===== config.mk =====
export PLATFORM = sky130hd
export DESIGN_NAME = divider_flat
export DESIGN_NICKNAME = d
export VERILOG_FILES = /design/src/rtl/divider_if.sv /design/src/rtl/divider.sv /design/src/flat_wrapper.sv
export SDC_FILE = /design/constraint.sdc
export NUM_CORES = 1
export LEC_CHECK = 0
export BUFFER_PORTS_ARGS = -buffer_cell sky130_fd_sc_hd__buf_2
export CELL_PAD_IN_SITES_DETAIL_PLACEMENT = 1
export CELL_PAD_IN_SITES_GLOBAL_PLACEMENT = 1
export CORE_MARGIN = 10
export CORE_UTILIZATION = 43
export DETAILED_ROUTE_END_ITERATION = 16
export GPL_TIMING_DRIVEN = 1
export PLACE_DENSITY_LB_ADDON = 0.12
export SKIP_CTS_REPAIR_TIMING = 1
export SYNTH_ARGS = -nofsm -noshare
export SYNTH_HDL_FRONTEND = slang
export SYNTH_SLANG_ARGS = --single-unit
export TNS_END_PERCENT = 10

===== constraint.sdc =====
create_clock -name clk -period 2.5 [get_ports clk]
set_clock_uncertainty 0.05 [all_clocks]
set_input_delay 0 -clock clk [delete_from_list [all_inputs] [get_ports clk]]
set_output_delay 0 -clock clk [all_outputs]
set_load 0.1 [all_outputs]

===== src/rtl/divider_if.sv =====
// Handshake and operand/result bundle for the sequential divider.
interface divider_if #(
    parameter int DIVIDEND_WIDTH = 32,
    parameter int DIVISOR_WIDTH  = 16
);
    logic                      start;
    logic [DIVIDEND_WIDTH-1:0] dividend;
    logic [DIVISOR_WIDTH-1:0]  divisor;
    logic [DIVIDEND_WIDTH-1:0] quotient;
    logic [DIVISOR_WIDTH-1:0]  remainder;
    logic                      overflow;
    logic                      busy;
    logic                      done;

    modport master (
        output start, dividend, divisor,
        input  quotient, remainder, overflow, busy, done
    );

    modport slave (
        input  start, dividend, divisor,
        output quotient, remainder, overflow, busy, done
    );
endinterface


===== src/rtl/divider.sv =====
// Radix-2 restoring divider, one quotient bit per clock.
// Define DIVIDER_SIGNED_EN for two's-complement operands (truncating division).
//
// state    | meaning
// S_IDLE   | waiting for start; operands sampled here
// S_RUN    | one shift/trial-subtract per cycle, DIVIDEND_WIDTH cycles
// S_FINISH | register results, raise done on the next edge
module divider #(
    parameter int DIVIDEND_WIDTH = 32,
    parameter int DIVISOR_WIDTH  = 16
) (
    input  logic     clk,
    input  logic     rst_n,
    divider_if.slave bus
);
    localparam int CW = $clog2(DIVIDEND_WIDTH + 1);

    typedef enum logic [1:0] {S_IDLE, S_RUN, S_FINISH} state_t;

    state_t                    state_q, state_d;
    logic [CW-1:0]             cnt_q;
    logic [DIVIDEND_WIDTH-1:0] dq;
    logic [DIVISOR_WIDTH-1:0]  dvs_q;
    logic [DIVISOR_WIDTH-1:0]  rem_q;
    logic                      zero_q;
    logic                      load, step, finish, busy_c;
    logic                      div_zero;
    logic [DIVISOR_WIDTH:0]    shifted;
    logic                      ge;
    logic [DIVISOR_WIDTH-1:0]  rem_d;
    logic [DIVIDEND_WIDTH-1:0] load_dvd, q_fin;
    logic [DIVISOR_WIDTH-1:0]  load_dvs, r_fin;
    logic                      ovf_fin;

    assign div_zero = (bus.divisor == '0);

`ifdef DIVIDER_SIGNED_EN
    logic neg_q, rneg_q, ovf_q;
    logic dvd_neg, dvs_neg;

    assign dvd_neg  = bus.dividend[DIVIDEND_WIDTH-1];
    assign dvs_neg  = bus.divisor[DIVISOR_WIDTH-1];
    // Divide-by-zero keeps the raw dividend so its low bits become the remainder.
    assign load_dvd = (dvd_neg && !div_zero) ? -bus.dividend : bus.dividend;
    assign load_dvs = dvs_neg ? -bus.divisor : bus.divisor;
    assign q_fin    = neg_q  ? -dq    : dq;
    assign r_fin    = rneg_q ? -rem_q : rem_q;
    assign ovf_fin  = ovf_q;

    always_ff @(posedge clk or negedge rst_n) begin
        if (!rst_n) begin
            neg_q  <= 1'b0;
            rneg_q <= 1'b0;
            ovf_q  <= 1'b0;
        end else if (load) begin
            neg_q  <= dvd_neg ^ dvs_neg;
            rneg_q <= dvd_neg;
            ovf_q  <= dvd_neg && (bus.dividend[DIVIDEND_WIDTH-2:0] == '0) && (bus.divisor == '1);
        end
    end
`else
    assign load_dvd = bus.dividend;
    assign load_dvs = bus.divisor;
    assign q_fin    = dq;
    assign r_fin    = rem_q;
    assign ovf_fin  = 1'b0;
`endif

    always_ff @(posedge clk or negedge rst_n) begin
        if (!rst_n) state_q <= S_IDLE;
        else        state_q <= state_d;
    end

    always_comb begin
        state_d = state_q;
        load    = 1'b0;
        step    = 1'b0;
        finish  = 1'b0;
        busy_c  = 1'b0;
        case (state_q)
            S_IDLE: begin
                if (bus.start) begin
                    load    = 1'b1;
                    state_d = div_zero ? S_FINISH : S_RUN;
                end
            end
            S_RUN: begin
                step   = 1'b1;
                busy_c = 1'b1;
                if (cnt_q == CW'(1)) state_d = S_FINISH;
            end
            S_FINISH: begin
                finish  = 1'b1;
                state_d = S_IDLE;
            end
            default: state_d = S_IDLE;
        endcase
    end

    assign bus.busy = busy_c;

    // Partial remainder stays below the divisor, so only the shifted value needs the extra bit.
    always_comb begin
        shifted = {rem_q, dq[DIVIDEND_WIDTH-1]};
        ge      = (shifted >= {1'b0, dvs_q});
        rem_d   = ge ? DIVISOR_WIDTH'(shifted - {1'b0, dvs_q}) : shifted[DIVISOR_WIDTH-1:0];
    end

    always_ff @(posedge clk or negedge rst_n) begin
        if (!rst_n) begin
            cnt_q  <= '0;
            dq     <= '0;
            dvs_q  <= '0;
            rem_q  <= '0;
            zero_q <= 1'b0;
        end else if (load) begin
            cnt_q  <= CW'(DIVIDEND_WIDTH);
            dq     <= load_dvd;
            dvs_q  <= load_dvs;
            rem_q  <= '0;
            zero_q <= div_zero;
        end else if (step) begin
            cnt_q <= cnt_q - CW'(1);
            dq    <= {dq[DIVIDEND_WIDTH-2:0], ge};
            rem_q <= rem_d;
        end
    end

    always_ff @(posedge clk or negedge rst_n) begin
        if (!rst_n) begin
            bus.quotient  <= '0;
            bus.remainder <= '0;
            bus.overflow  <= 1'b0;
            bus.done      <= 1'b0;
        end else begin
            bus.done <= finish;
            if (finish) begin
                bus.quotient  <= zero_q ? '1 : q_fin;
                bus.remainder <= zero_q ? dq[DIVISOR_WIDTH-1:0] : r_fin;
                bus.overflow  <= zero_q | ovf_fin;
            end
        end
    end
endmodule


===== src/flat_wrapper.sv =====
// flat-port wrapper written by rule: the top's interface ports become plain ports
module divider_flat 
#(
    parameter int DIVIDEND_WIDTH = 32,
    parameter int DIVISOR_WIDTH  = 16
)
  (clk, rst_n, bus_start, bus_dividend, bus_divisor, bus_quotient, bus_remainder, bus_overflow, bus_busy, bus_done);
  divider_if #(.DIVIDEND_WIDTH(DIVIDEND_WIDTH), .DIVISOR_WIDTH(DIVISOR_WIDTH)) bus_i ();
  input  logic clk;
  input  logic rst_n;
  input wire logic [$bits(bus_i.start)-1:0] bus_start;
  input wire logic [$bits(bus_i.dividend)-1:0] bus_dividend;
  input wire logic [$bits(bus_i.divisor)-1:0] bus_divisor;
  output wire logic [$bits(bus_i.quotient)-1:0] bus_quotient;
  output wire logic [$bits(bus_i.remainder)-1:0] bus_remainder;
  output wire logic [$bits(bus_i.overflow)-1:0] bus_overflow;
  output wire logic [$bits(bus_i.busy)-1:0] bus_busy;
  output wire logic [$bits(bus_i.done)-1:0] bus_done;
  assign bus_i.start = bus_start;
  assign bus_i.dividend = bus_dividend;
  assign bus_i.divisor = bus_divisor;
  assign bus_quotient = bus_i.quotient;
  assign bus_remainder = bus_i.remainder;
  assign bus_overflow = bus_i.overflow;
  assign bus_busy = bus_i.busy;
  assign bus_done = bus_i.done;
  divider #(.DIVIDEND_WIDTH(DIVIDEND_WIDTH), .DIVISOR_WIDTH(DIVISOR_WIDTH)) u_core (.clk(clk), .rst_n(rst_n), .bus(bus_i));
endmodule

### Word level (Yosys, flattened, before mapping)

Cells that the tools add are included.

| storage, ports and cells | value |
|---|---|
| bits in registers | 123 |
| input bits | 51 |

| operators by class | value |
|---|---|
| add/subtract/negate cells | 2 |
| magnitude comparators | 1 |
| equality and inequality tests | 5 |
| mux-type cells | 17 |
| reductions and logical operators | 4 |

Operator list:

| operator | count |
|---|---|
| 32-bit 2-to-1 mux | 3 |
| 16-bit 2-to-1 mux | 4 |
| 17-bit by 16-bit >= comparator with 1-bit output | 1 |
| 16-bit logical NOT | 1 |
| 16-bit subtractor | 1 |
| 6-bit 2-to-1 mux | 2 |
| 6-bit by 1-bit equality test with 1-bit output, second input constant | 1 |
| 2-bit 2-to-1 mux | 3 |
| 6-bit by 1-bit subtractor with 6-bit output, second input constant | 1 |
| 1-bit 2-to-1 mux | 4 |
| 2-bit one-hot mux with 2 select lines | 1 |
| 2-bit by 1-bit equality test with 1-bit output, second input constant | 1 |
| 2-bit equality test, second input constant | 1 |
| 2-bit logical NOT | 1 |
| 2-bit by 1-bit != test with 1-bit output, second input constant | 1 |
| 2-bit != test, second input constant | 1 |
| 2-bit AND reduction | 1 |
| 2-bit nonzero test | 1 |

### Longest topological paths before layout

| depth | value |
|---|---|
| depth in word-level cells | 4 |
| mapped depth | 10 |
| mapped depth without buffers | 9 |

### Worst setup path after synthesis

No wires, ideal clock.

| path | value |
|---|---|
| kind | flip-flop to flip-flop |
| from | register u_core.state_q[1] |
| to | register u_core.state_q[0] |
| setup time | 0.071 ns |
| arrival | 2.459 ns |
| required time | 2.379 ns |
| slack | -0.080 ns |
| cell stages (with the launch flop) | 8 |
| path buffers | 4 |
| period minus slack after synthesis | 2.580 ns |
| cells stage by stage | dfrtp_1 clkbuf_1 nand2b_1 clkbuf_1 inv_1 buf_2 buf_1 a22o_1 |

| between the ends | value |
|---|---|
| longest elaborated chain between the ends | 3 |
| elaborated cells between the ends (all ways) | 6 |

RTL lines:

| what | RTL line | source |
|---|---|---|
| start: declaration | divider.sv:20 | `state_t state_q, state_d;` |
| start signal: assignment | divider.sv:71 | `else state_q <= state_d;` |
| 2-bit by 1-bit equality test with 1-bit output / 2-bit logical NOT (equally long branches) | divider.sv:80 | `case (state_q)` |
| 2-bit by 1-bit != test with 1-bit output (no line) / 2-bit != test (equally long branches) | -- |  |
| 2-bit AND reduction (no line) | -- |  |

Several ways; a longest one is shown, not always the timed one.
A chain may end at the register's enable or synchronous reset.

### Final worst setup path

| path | value |
|---|---|
| from | register u_core.rem_q[13], in the netlist u_core.r_fin[13] |
| to | register u_core.rem_q[9], in the netlist u_core.r_fin[9] |

| between the ends | value |
|---|---|
| longest elaborated chain between the ends | 4 |

RTL lines:

| what | RTL line | source |
|---|---|---|
| start: declaration | divider.sv:24 | `logic [DIVISOR_WIDTH-1:0] rem_q;` |
| start signal: assignment | divider.sv:125 | `rem_q <= rem_d;` |
| 17-bit by 16-bit >= comparator with 1-bit output | divider.sv:105 | `ge = (shifted >= {1'b0, dvs_q});` |
| 16-bit 2-to-1 mux | divider.sv:106 | `rem_d = ge ? DIVISOR_WIDTH'(shifted - {1'b0, dvs_q}) : shifted[DIVISOR_WIDTH-1:0];` |
| 16-bit 2-to-1 mux | divider.sv:122 | `end else if (step) begin` |
| 16-bit 2-to-1 mux | divider.sv:116 | `end else if (load) begin` |

No other way between the ends. The select of a mux whose other input is x is not followed.

==> results.toml <==
[global_route]
grt_pass1_vias = 6423
met1_usage_pct = 27.0
met3_usage_pct = 4.85
grt_max_degree = 70
antenna_found_initial = 0
met2_usage_pct = 33.0
overflow = 0
grt_usage_pct = 20.6
grt.busiest_layer = "met2"
grt_pass1_wl_um = 34000

[clocking]
cts_sinks = 123
clock_latency_ns = 0.43
tritoncts = "done"
clk_pin_slew_worst_paths_ns = 0.06
cts_buffers = 17
cts-root-buf = "clkbuf_16"
clk_path_buf_depth = 2
cts_max_level = 4

[logic_synthesis]
ys_seq_area_share_pct = 46.5
netlist_area_mm2 = 0.00661
synth_nets = 812
syn_area_per_cell_um2 = 8.91
syn_inst = 742
ys_warn_count = 0
synth_edf_count = 0
synth_seq_cells = 123
ys_types = 58
async_flop_share_pct = 100
synth_flop_cell = "dfrtp_1"

[sta]
report.final.slew_viol_count = 0
finalWorstSetupSlack_ns = 0.0526
tightest_slew_ns = 0.806
finalHoldViolations = 0
slew_headroom_pct = 46.2
setup_violations = 0
period_share_pct = 97.9
fmax_mhz = 409
fin_crit_ns = 2.45

[layout]
layout-drive-gt1-share_pct = 23.9
fillers = 1736
antennaDiodeCount = 0
final_cells = 1117
final_common_cell = "dfrtp_1"
nNetsFinal = 986
seqCellArea_mm2 = 0.00308
area_delta_synth_final_pct = 33.8
mostFrequentLayoutCells = "dfrtp_1 (121), nand2_1 (114), o21ai_0 (106)"
multi_input_area_mm2 = 0.00336

[job]
cap_violations = 0

[floorplan]
core_area_mm2 = 0.0151
dieArea_mm2 = 0.0207
io_pins = 102
die_h_um = 144
initial_utilization_pct = 43.7
dieWidth_um = 144
num_rows = 45

[worst_setup_path]
required_ns = 2.73
crit_type = "reg2reg"
crit_path_end_kind = "register"
cp.arrival_ns = 2.68
crit_path_max_fanout = 14
crit_path_start_kind = "register"
r2r_slack_ns = 0.05

[detailed_routing]
drc_errors = 0
ant_nets = 0
dr.pass1.iters = 4
drt_wl_total_um = 22100
wl_per_cell_um = 19.8
drt-vias-per-instance = 5.62
first_iter_violations = 291
vias = 6283

[placement]
dp_slack_ns = -0.0371
numPortBuffers = 101
dp.cells = 1033
dp_hpwl_um = 15400
gp_congestion = 0.908

[min_path]
min_path_type = "in2reg"

[run_status]
status = "finished clean"
## layout make-up
class | instances | share of cell area, %
clock buffers | 22 | 5.36
inverters | 27 | 1.15
multi-input cells | 539 | 37.9
repair buffers | 208 | 16.8
well taps | 188 | 2.66
flip-flops and latches | 123 | 34.8
clock inverters | 10 | 1.32
## cells in the mapped netlist, types with 2 or more instances
master      n  area, um^2
nand2_1   115         432
nand4_1     7        43.8
ha_1       18         225
a211oi_1    2        15.0
and2_4      2        17.5
a21oi_1    43         215
o31ai_1     6        45.0
nor3_1      4        20.0
o221ai_1    2        17.5
o21ai_0   107         536
nor4_1      6        37.5
inv_1      27         101
a22oi_1    31         233
a211o_1     2        17.5
mux2i_1    19         190
xnor2_1     5        43.8
clkbuf_1   38         143
or4_1       8        60.1
nand2b_1    7        43.8
a311o_1     4        40.0
buf_2       6        30.0
buf_6       2        22.5
and2_1      2        12.5
dfrtp_1   123        3080
o211ai_1    7        52.6
nor2_1     45         169
o41a_1      3        33.8
nor2b_1    37         231
o311ai_0    3        26.3
a21o_1      5        37.5
o311ai_1    8        70.1
buf_4       2        15.0
nand3_1    13        65.1
xor2_1      3        26.3
a31oi_1     3        18.8
buf_1       5        18.8
## cells by family after synthesis
kind of cell | count (synthesis) | synth area share (%)
and+or+nand+nor | 255 | 18.3
adders and majority gates | 19 | 3.71
DFF | 123 | 46.5
muxes | 19 | 2.88
xor gates and xnor gates | 8 | 1.06
AOI/OAI and AO/OA | 238 | 22.5
buffers and inverters | 80 | 5.00
## per-layer routing
| metal | share of wire [%] | routed length, um |
|---|---|---|
| met5 | 0 | 0 |
| met4 | 1.5 | 337 |
| met1 | 45 | 9940 |
| met3 | 5.3 | 1180 |
| met2 | 48 | 10700 |
## through the flow
step / setup TNS, ns / hold slack, ns / cell area [um^2] / utilization, %
global route: -0.0413 / 0.0279 / 8850 / 58.4
floorplan: 0 / -0.346 / 6620 / -
CTS: -0.105 / -0.450 / 8190 / 54.1
detailed placement: -0.0381 / 0.00620 / 7600 / 50.2
global placement: 0 / -0.00391 / 7600 / 50.2
finish: 0 / 0.0241 / 8850 / 58.4
## flip-flops by register name, indices dropped and copies added (netlist names)
| register | cells |
|---|---|
| u_core.state_q | 2 |
| u_core.bus.remainder | 16 |
| u_core.r_fin | 16 |
| u_core.zero_q | 1 |
| u_core.bus.overflow | 1 |
| u_core.dq | 32 |
| u_core.cnt_q | 6 |
| u_core.dvs_q | 16 |
| u_core.bus.quotient | 32 |
| u_core.bus.done | 1 |
## worst max-delay path: stages (launching register included)
cell,delay [ns]
dfrtp_1,0.44
ha_1,0.34
a21o_1,0.24
a211o_1,0.49
or4_1,0.58
o311ai_1,0.15
## worst paths after layout
kind,from,end,cells past startpoint
setup / recovery,u_core.r_fin[13],u_core.r_fin[9],5
setup reg to reg,u_core.r_fin[13],u_core.r_fin[9],5
min in group asynchronous,rst_n,u_core.bus.quotient[9],2
hold reg to reg,u_core.bus.overflow,u_core.bus.overflow,2
max in group asynchronous,rst_n,u_core.r_fin[13],3
hold / removal,bus_dividend[31],u_core.dq[31],4
Power is left out: the tool's default activity adds up to more than one toggle a clock period on the data nets, which glitch-free logic cannot reach.
